## src/rtl/calc_seq.sv

```systemverilog
// rtl/calc_seq.sv - calculator sequencer owning the single 8-bit ripple-carry adder (ADD/SUB/MUL)

module rca (
    input  logic [7:0] x,
    input  logic [7:0] y,
    input  logic       ci,
    output logic [7:0] s,
    output logic       co,
    output logic       ovr
);
    logic c;

    always_comb begin
        c = ci;
        s = '0;
        for (int i = 0; i < 8; i++) begin
            s[i] = x[i] ^ y[i] ^ c;
            c    = (x[i] & y[i]) | (c & (x[i] ^ y[i]));
        end
        co  = c;
        ovr = (x[7] == y[7]) && (s[7] != x[7]);
    end
endmodule

module calc_seq #(
    parameter int WIDTH  = 8,
    parameter int MUL_EN = 1
) (
    input  logic               clk,
    input  logic               rst_n,
    input  logic               in_valid,
    output logic               in_ready,
    input  logic [1:0]         op,
    input  logic [WIDTH-1:0]   a,
    input  logic [WIDTH-1:0]   b,
    output logic               out_valid,
    input  logic               out_ready,
    output logic [2*WIDTH-1:0] result,
    output logic               cout,
    output logic               ovr,
    output logic               zero,
    output logic               err,
    output logic               busy
);
    if (WIDTH != 8) begin : g_bad_width
        $error("calc_seq: WIDTH must be 8 to match rca");
    end

    typedef enum logic [1:0] {S_IDLE, S_EXEC, S_MUL, S_DONE} state_t;

    state_t             state, state_nx;
    logic               sub_r;
    logic [WIDTH-1:0]   a_r, b_r, hi, lo;
    logic [2:0]         cnt;
    logic [WIDTH-1:0]   add_x, add_y, sum;
    logic               add_c, add_co, add_ovr;
    logic               accept, is_rsv;
    logic [2*WIDTH-1:0] mul_next;

    assign in_ready  = rst_n && (state == S_IDLE);
    assign out_valid = (state == S_DONE);
    assign busy      = (state != S_IDLE);
    assign accept    = in_valid && in_ready;
    assign is_rsv    = (op == 2'b11) || (op == 2'b10 && MUL_EN == 0);

    // The one adder is shared: operands in EXEC, partial product in MUL.
    always_comb begin
        add_x = a_r;
        add_y = b_r ^ {WIDTH{sub_r}};
        add_c = sub_r;
        if (state == S_MUL) begin
            add_x = hi;
            add_y = lo[0] ? a_r : '0;
            add_c = 1'b0;
        end
    end

    rca u_rca (
        .x   (add_x),
        .y   (add_y),
        .ci  (add_c),
        .s   (sum),
        .co  (add_co),
        .ovr (add_ovr)
    );

    assign mul_next = {add_co, sum, lo[WIDTH-1:1]};

    always_ff @(posedge clk) begin
        if (!rst_n) state <= S_IDLE;
        else        state <= state_nx;
    end

    always_comb begin
        state_nx = state;
        case (state)
            S_IDLE: if (accept) begin
                if (is_rsv)            state_nx = S_DONE;
                else if (op == 2'b10)  state_nx = S_MUL;
                else                   state_nx = S_EXEC;
            end
            S_EXEC: state_nx = S_DONE;
            S_MUL:  if (cnt == 3'd7) state_nx = S_DONE;
            S_DONE: if (out_ready) state_nx = S_IDLE;
            default: state_nx = S_IDLE;
        endcase
    end

    always_ff @(posedge clk) begin
        if (!rst_n) begin
            sub_r  <= 1'b0;
            a_r    <= '0;
            b_r    <= '0;
            hi     <= '0;
            lo     <= '0;
            cnt    <= '0;
            result <= '0;
            cout   <= 1'b0;
            ovr    <= 1'b0;
            zero   <= 1'b0;
            err    <= 1'b0;
        end else begin
            case (state)
                S_IDLE: if (accept) begin
                    sub_r <= op[0];
                    a_r   <= a;
                    b_r   <= b;
                    hi    <= '0;
                    lo    <= b;
                    cnt   <= '0;
                    if (is_rsv) begin
                        result <= '0;
                        cout   <= 1'b0;
                        ovr    <= 1'b0;
                        zero   <= 1'b0;
                        err    <= 1'b1;
                    end
                end
                S_EXEC: begin
                    result <= {{WIDTH{1'b0}}, sum};
                    cout   <= add_co;
                    ovr    <= add_ovr;
                    zero   <= (sum == '0);
                    err    <= 1'b0;
                end
                S_MUL: begin
                    {hi, lo} <= mul_next;
                    cnt      <= cnt + 3'd1;
                    if (cnt == 3'd7) begin
                        result <= mul_next;
                        cout   <= 1'b0;
                        ovr    <= (mul_next[2*WIDTH-1:WIDTH] != '0);
                        zero   <= (mul_next == '0);
                        err    <= 1'b0;
                    end
                end
                default: ;
            endcase
        end
    end
endmodule

```

## config.mk

```make
export PLATFORM = sky130hd
export DESIGN_NAME = calc_seq
export DESIGN_NICKNAME = d
export VERILOG_FILES = /design/src/rtl/calc_seq.sv
export SDC_FILE = /design/constraint.sdc
export NUM_CORES = 1
export LEC_CHECK = 0
export ABC_AREA = 1
export BUFFER_PORTS_ARGS = -buffer_cell sky130_fd_sc_hd__buf_2
export CAP_MARGIN = 40
export CORE_UTILIZATION = 59
export CTS_BUF_LIST = sky130_fd_sc_hd__clkbuf_2 sky130_fd_sc_hd__clkbuf_4 sky130_fd_sc_hd__clkbuf_8
export CTS_CLUSTER_SIZE = 16
export DETAILED_ROUTE_END_ITERATION = 8
export PLACE_DENSITY = 0.85
export RECOVER_POWER = 100
export SLEW_MARGIN = 5
export SYNTH_ARGS = -nofsm -noshare
export SYNTH_HDL_FRONTEND = slang
export SYNTH_HIERARCHICAL = 1
export SYNTH_SLANG_ARGS = --single-unit
export TNS_END_PERCENT = 100
```

## constraint.sdc

```tcl
create_clock -name clk -period 6.5 [get_ports clk]
set_clock_uncertainty 0.2 [all_clocks]
set_input_delay 1.3 -clock clk [delete_from_list [all_inputs] [get_ports clk]]
set_output_delay 1.3 -clock clk [all_outputs]
set_load 0.01 [all_outputs]
```

==> impl_metrics.prom <==
# TYPE chip_impl_metric gauge
chip_impl_info{name="outcome",value="complete, but fails checks"} 1
chip_impl_info{name="failed_checks",value="max-capacitance violations, max-slew violations"} 1
chip_impl_info{name="ctsRootBufferMaster",value="sky130_fd_sc_hd__clkbuf_8"} 1
chip_impl_metric{name="slew_headroom",unit=""} -0.147
chip_impl_info{name="netlist.top_cell.by_area",value="sky130_fd_sc_hd__dfxtp_1"} 1
chip_impl_metric{name="cts_buffers",unit=""} 9
chip_impl_metric{name="synth_mux_area_frac",unit=""} 0
chip_impl_info{name="critical_path.reg2reg.startpoint",value="state[0]"} 1
chip_impl_metric{name="tns",unit="ns"} 0
chip_impl_metric{name="post-route-period-util",unit=""} 0.825
chip_impl_metric{name="yosys_top_cell_area_share",unit=""} 0.387
chip_impl_metric{name="routed-wl-met3",unit="um"} 503
chip_impl_info{name="highest-signal-layer",value="met4"} 1
chip_impl_info{name="min_from",value="result[4]"} 1
chip_impl_metric{name="postSynthRegisterBits",unit=""} 58
chip_impl_metric{name="synthXorXnorAreaFrac",unit=""} 0.0234
chip_impl_metric{name="first_global_vias",unit=""} 2381
chip_impl_info{name="unrepaired_setup_endpoints_after_global_routing",value="no"} 1
chip_impl_metric{name="global_route_wire_length_before_repair",unit="um"} 11100
chip_impl_info{name="min-delay-path-class",value="flop to flop"} 1
chip_impl_metric{name="die_width",unit="um"} 73.3
chip_impl_metric{name="dp_hpwl",unit="um"} 4800
chip_impl_metric{name="count_of_fill_cells_added_during_filler_insertion",unit=""} 470
chip_impl_info{name="critical_path.startpoint_type",value="flop"} 1
chip_impl_info{name="synth-main-ff-cell",value="sky130_fd_sc_hd__dfxtp_1"} 1
chip_impl_metric{name="synth.cell_area",unit="sq mm"} 0.00300
chip_impl_metric{name="final_cells",unit=""} 495
chip_impl_metric{name="clock-sinks",unit=""} 58
chip_impl_metric{name="static-leakage-power",unit="nW"} 1.36
chip_impl_metric{name="io-pin-count",unit=""} 45
chip_impl_metric{name="cts_buffer_depth",unit=""} 2
chip_impl_metric{name="post-place-cells",unit=""} 479
chip_impl_metric{name="syn_nets",unit=""} 427
chip_impl_metric{name="area_delta_synth_final",unit="%"} 9.01
chip_impl_metric{name="drtAntennaViolNets",unit=""} 0
chip_impl_metric{name="routedLengthMet1",unit="um"} 3150
chip_impl_metric{name="timing.hold.ws",unit="ns"} 0.263
chip_impl_metric{name="wirelength",unit="um"} 6850
chip_impl_metric{name="synthesized_area_fraction_occupied_by_and_or_nand_nor_cells",unit=""} 0.202
chip_impl_metric{name="cts-hold-fix-buffers",unit=""} 0
chip_impl_metric{name="worst_r2r_path_depth",unit=""} 22
chip_impl_metric{name="fp.dieH",unit="um"} 73.3
chip_impl_info{name="r2r_end",value="ovr"} 1
chip_impl_metric{name="insertion_delay",unit="ns"} 0.33
chip_impl_metric{name="yosysSeqAreaShare",unit=""} 0.387
chip_impl_metric{name="synth_async_sr_flop_share",unit=""} 0
chip_impl_metric{name="reg2reg_setup_slack",unit="ns"} 1.14
chip_impl_metric{name="post-route-min-period",unit="ns"} 5.36
chip_impl_metric{name="final_hold_vios",unit=""} 0
chip_impl_metric{name="portbufs",unit=""} 44
chip_impl_info{name="crit_slowest_cell",value="sky130_fd_sc_hd__fa_1"} 1
chip_impl_metric{name="cts.reportedPaths.clkPinSlew",unit="ns"} 0.06
chip_impl_info{name="synth_top_family_by_area",value="simple AND/OR/NAND/NOR gates"} 1
chip_impl_metric{name="post_synthesis_compound_gate_area_fraction",unit=""} 0.197
chip_impl_metric{name="setup-violations-final",unit=""} 0
chip_impl_metric{name="finish.net_count",unit=""} 461
chip_impl_metric{name="die_area",unit="sq mm"} 0.00537
chip_impl_metric{name="detailedRoute.firstIterationViolations",unit=""} 264
chip_impl_metric{name="antenna-diode-count",unit=""} 0
chip_impl_metric{name="design.core.area",unit="sq mm"} 0.00482
chip_impl_metric{name="ir_worst_vdd",unit="mV"} 0.250
chip_impl_metric{name="worstPathArrival",unit="ns"} 5.42
chip_impl_metric{name="finish.utilization",unit=""} 0.679
chip_impl_metric{name="synth_fa_ha_area_frac",unit=""} 0.0868
chip_impl_metric{name="start_util",unit=""} 0.623
chip_impl_metric{name="cts_setup_buffers",unit=""} 0
chip_impl_metric{name="power.density",unit="mW/mm^2"} 432
chip_impl_info{name="synth_top_cells_by_area",value="sky130_fd_sc_hd__dfxtp_1, sky130_fd_sc_hd__nand2_1, sky130_fd_sc_hd__a21oi_1"} 1
chip_impl_info{name="cts_tree",value="done"} 1
chip_impl_metric{name="post_drt_via_cell_ratio",unit=""} 5.42
chip_impl_metric{name="post_cts_resized",unit=""} 0
chip_impl_metric{name="final_max_slew_viol_count",unit=""} 40
chip_impl_metric{name="drt_drc_violations_left",unit=""} 0
chip_impl_metric{name="grt_max_degree",unit=""} 44
chip_impl_metric{name="cts.htree.levels",unit=""} 3
chip_impl_metric{name="grt_antenna_before_repair",unit=""} 0
chip_impl_info{name="timing_worst_setup_path_type",value="flop to flop"} 1
chip_impl_metric{name="holdPathStages",unit=""} 2
chip_impl_metric{name="highest_clock_frequency_the_design_can_meet",unit="MHz"} 186
chip_impl_info{name="setup.worst_path.end_class",value="flop"} 1
chip_impl_info{name="min_to",value="result[4]"} 1
chip_impl_metric{name="drive_above_1_share",unit=""} 0.119
chip_impl_metric{name="worst_slew_pin_slew",unit="ns"} 1.72
chip_impl_metric{name="drt_first_pass_iters",unit=""} 5
chip_impl_metric{name="worst_path_largest_cell_delay",unit="ns"} 0.45
chip_impl_metric{name="finalWeightedCongestion",unit=""} 0.904
chip_impl_metric{name="wire_per_inst",unit="um"} 13.8
chip_impl_info{name="timing.critical_path.cells",value="inv_1, ha_1, nand2_1, o22ai_1, fa_1, inv_1, fa_1, inv_1, fa_1, fa_1, fa_1, fa_1, fa_1, inv_1, fa_1, inv_1, nor2_1, nand3_1, o21ai_0, nand2_1, nand2_1, a21oi_2"} 1
chip_impl_info{name="worst_path_most_repeated_cell",value="sky130_fd_sc_hd__fa_1"} 1
chip_impl_metric{name="count_of_flip_flops_with_a_built_in_enable_after_synthesis",unit=""} 0
chip_impl_metric{name="route.vias.total",unit=""} 2684
chip_impl_metric{name="track_usage",unit=""} 0.274
chip_impl_metric{name="cp.required",unit="ns"} 6.55
chip_impl_metric{name="synth_cell_types",unit=""} 29
chip_impl_metric{name="grt-ovfl-total",unit=""} 0
chip_impl_metric{name="floorplan.rows",unit=""} 25
chip_impl_metric{name="mean_syn_cell_area",unit="sq um"} 7.71
chip_impl_metric{name="met2WireLength",unit="um"} 3090
chip_impl_metric{name="ys_warn_count",unit=""} 6
chip_impl_metric{name="critical_path_peak_fanout",unit=""} 14
chip_impl_metric{name="maxCapViolations",unit=""} 1
chip_impl_metric{name="post_synth_inst_count",unit=""} 389
cell usage in the layout, fill, tap and decap left out:
cell                         instances
sky130_fd_sc_hd__nand2_2             1
sky130_fd_sc_hd__clkbuf_8           12
sky130_fd_sc_hd__dfxtp_1            58
sky130_fd_sc_hd__clkbuf_1           23
sky130_fd_sc_hd__inv_2               2
sky130_fd_sc_hd__a31oi_1             7
sky130_fd_sc_hd__inv_1              37
sky130_fd_sc_hd__a211oi_1            1
sky130_fd_sc_hd__fa_1                8
sky130_fd_sc_hd__ha_1                8
sky130_fd_sc_hd__o21ai_1             1
sky130_fd_sc_hd__nor2_1             24
sky130_fd_sc_hd__xnor2_1             8
sky130_fd_sc_hd__clkinv_2            2
sky130_fd_sc_hd__clkinvlp_2          2
sky130_fd_sc_hd__a21oi_1            40
sky130_fd_sc_hd__clkbuf_4            2
sky130_fd_sc_hd__a21oi_4             1
sky130_fd_sc_hd__buf_2              21
sky130_fd_sc_hd__o22ai_1             8
sky130_fd_sc_hd__o21ai_0            41
sky130_fd_sc_hd__nand3_2             1
sky130_fd_sc_hd__a21oi_2             2
sky130_fd_sc_hd__buf_4               1
sky130_fd_sc_hd__nand2_1            83
sky130_fd_sc_hd__o21ai_2             4
sky130_fd_sc_hd__nand3_1            30
worst max-delay path, delay by kind of cell (launching register included):
kind	cells	cell delay, ns
AO/OA/AOI/OAI	3	0.35
adder cells (fa/ha/maj)	9	3.35
buffers and inverters	5	0.45
flip-flops	1	0.40
AND/OR/NAND/NOR	5	0.54
power breakdown:
| part | switching [W] | internal (W) | total, W | leakage [nW] |
|---|---|---|---|---|
| Combinational | 0.000428 | 0.000192 | 0.000620 | 0.780 |
| Sequential | 0.0000492 | 0.000433 | 0.000482 | 0.474 |
| Clock | 0.000133 | 0.000177 | 0.000310 | 0.103 |
| Total | 0.000610 | 0.000801 | 0.00141 | 1.36 |
synthesized netlist by cell type, types with 5 or more instances:
cell type / instances
sky130_fd_sc_hd__o21ai_0: 37
sky130_fd_sc_hd__nor2_1: 22
sky130_fd_sc_hd__a21oi_1: 39
sky130_fd_sc_hd__nand2_1: 80
sky130_fd_sc_hd__buf_2: 9
sky130_fd_sc_hd__xnor2_1: 8
sky130_fd_sc_hd__inv_1: 35
sky130_fd_sc_hd__buf_6: 5
sky130_fd_sc_hd__dfxtp_1: 58
sky130_fd_sc_hd__a31oi_1: 7
sky130_fd_sc_hd__o21ai_2: 6
sky130_fd_sc_hd__nand3_1: 30
sky130_fd_sc_hd__clkbuf_1: 6
sky130_fd_sc_hd__fa_1: 8
sky130_fd_sc_hd__o22ai_1: 8
sky130_fd_sc_hd__ha_1: 8
kinds of logic after synthesis:
family / count (synthesis)
AND/OR/NAND/NOR: 139
adder cells (fa/ha/maj): 16
AO/OA/AOI/OAI: 105
flip-flops: 58
buffers and inverters: 63
XOR/XNOR: 8
sequential cells by signal (all words and copies together) (netlist names):
| name | count |
|---|---|
| zero | 1 |
| cout | 1 |
| hi | 8 |
| sub_r | 1 |
| ovr | 1 |
| cnt | 3 |
| state | 2 |
| lo | 8 |
| a_r | 8 |
| err | 1 |
| result | 16 |
| b_r | 8 |
area by class of cell:
type	count	area, sq um	share of cell area
Clock inverter	2	10.0	0.00306
Clock buffer	14	180	0.0551
Multi-Input combinational cell	268	1480	0.452
Timing Repair Buffer	45	199	0.0608
Tap cell	67	83.8	0.0256
Inverter	41	156	0.0478
Sequential cell	58	1160	0.355
routing by layer:
layer  GRT usage  up-vias
met5           0        -
met3      0.0754       15
li1            -     1340
met1       0.381     1212
met4       0.115        0
met2       0.401      117
worst max path at each step:
stage,startpoint,to,cells past startpoint
6_report,state[0],ovr,22
5_1_grt,state[0],ovr,22
4_1_cts,state[0],ovr,22
3_5_place_dp,state[0],ovr,22
3_3_place_gp,state[0],ovr,22
2_1_floorplan,state[0],ovr,25
through the flow:
step / power, W / instance area, sq um / setup WS, ns
2_1_floorplan: 0.00102 / 3000 / 1.47
3_3_place_gp: 0.00112 / 3160 / 1.40
3_5_place_dp: 0.00114 / 3160 / 1.26
4_1_cts: 0.00145 / 3350 / 1.20
5_1_grt: 0.00151 / 3270 / 0.795
6_report: 0.00141 / 3270 / 1.14
Power figures use the tool's default switching activity.
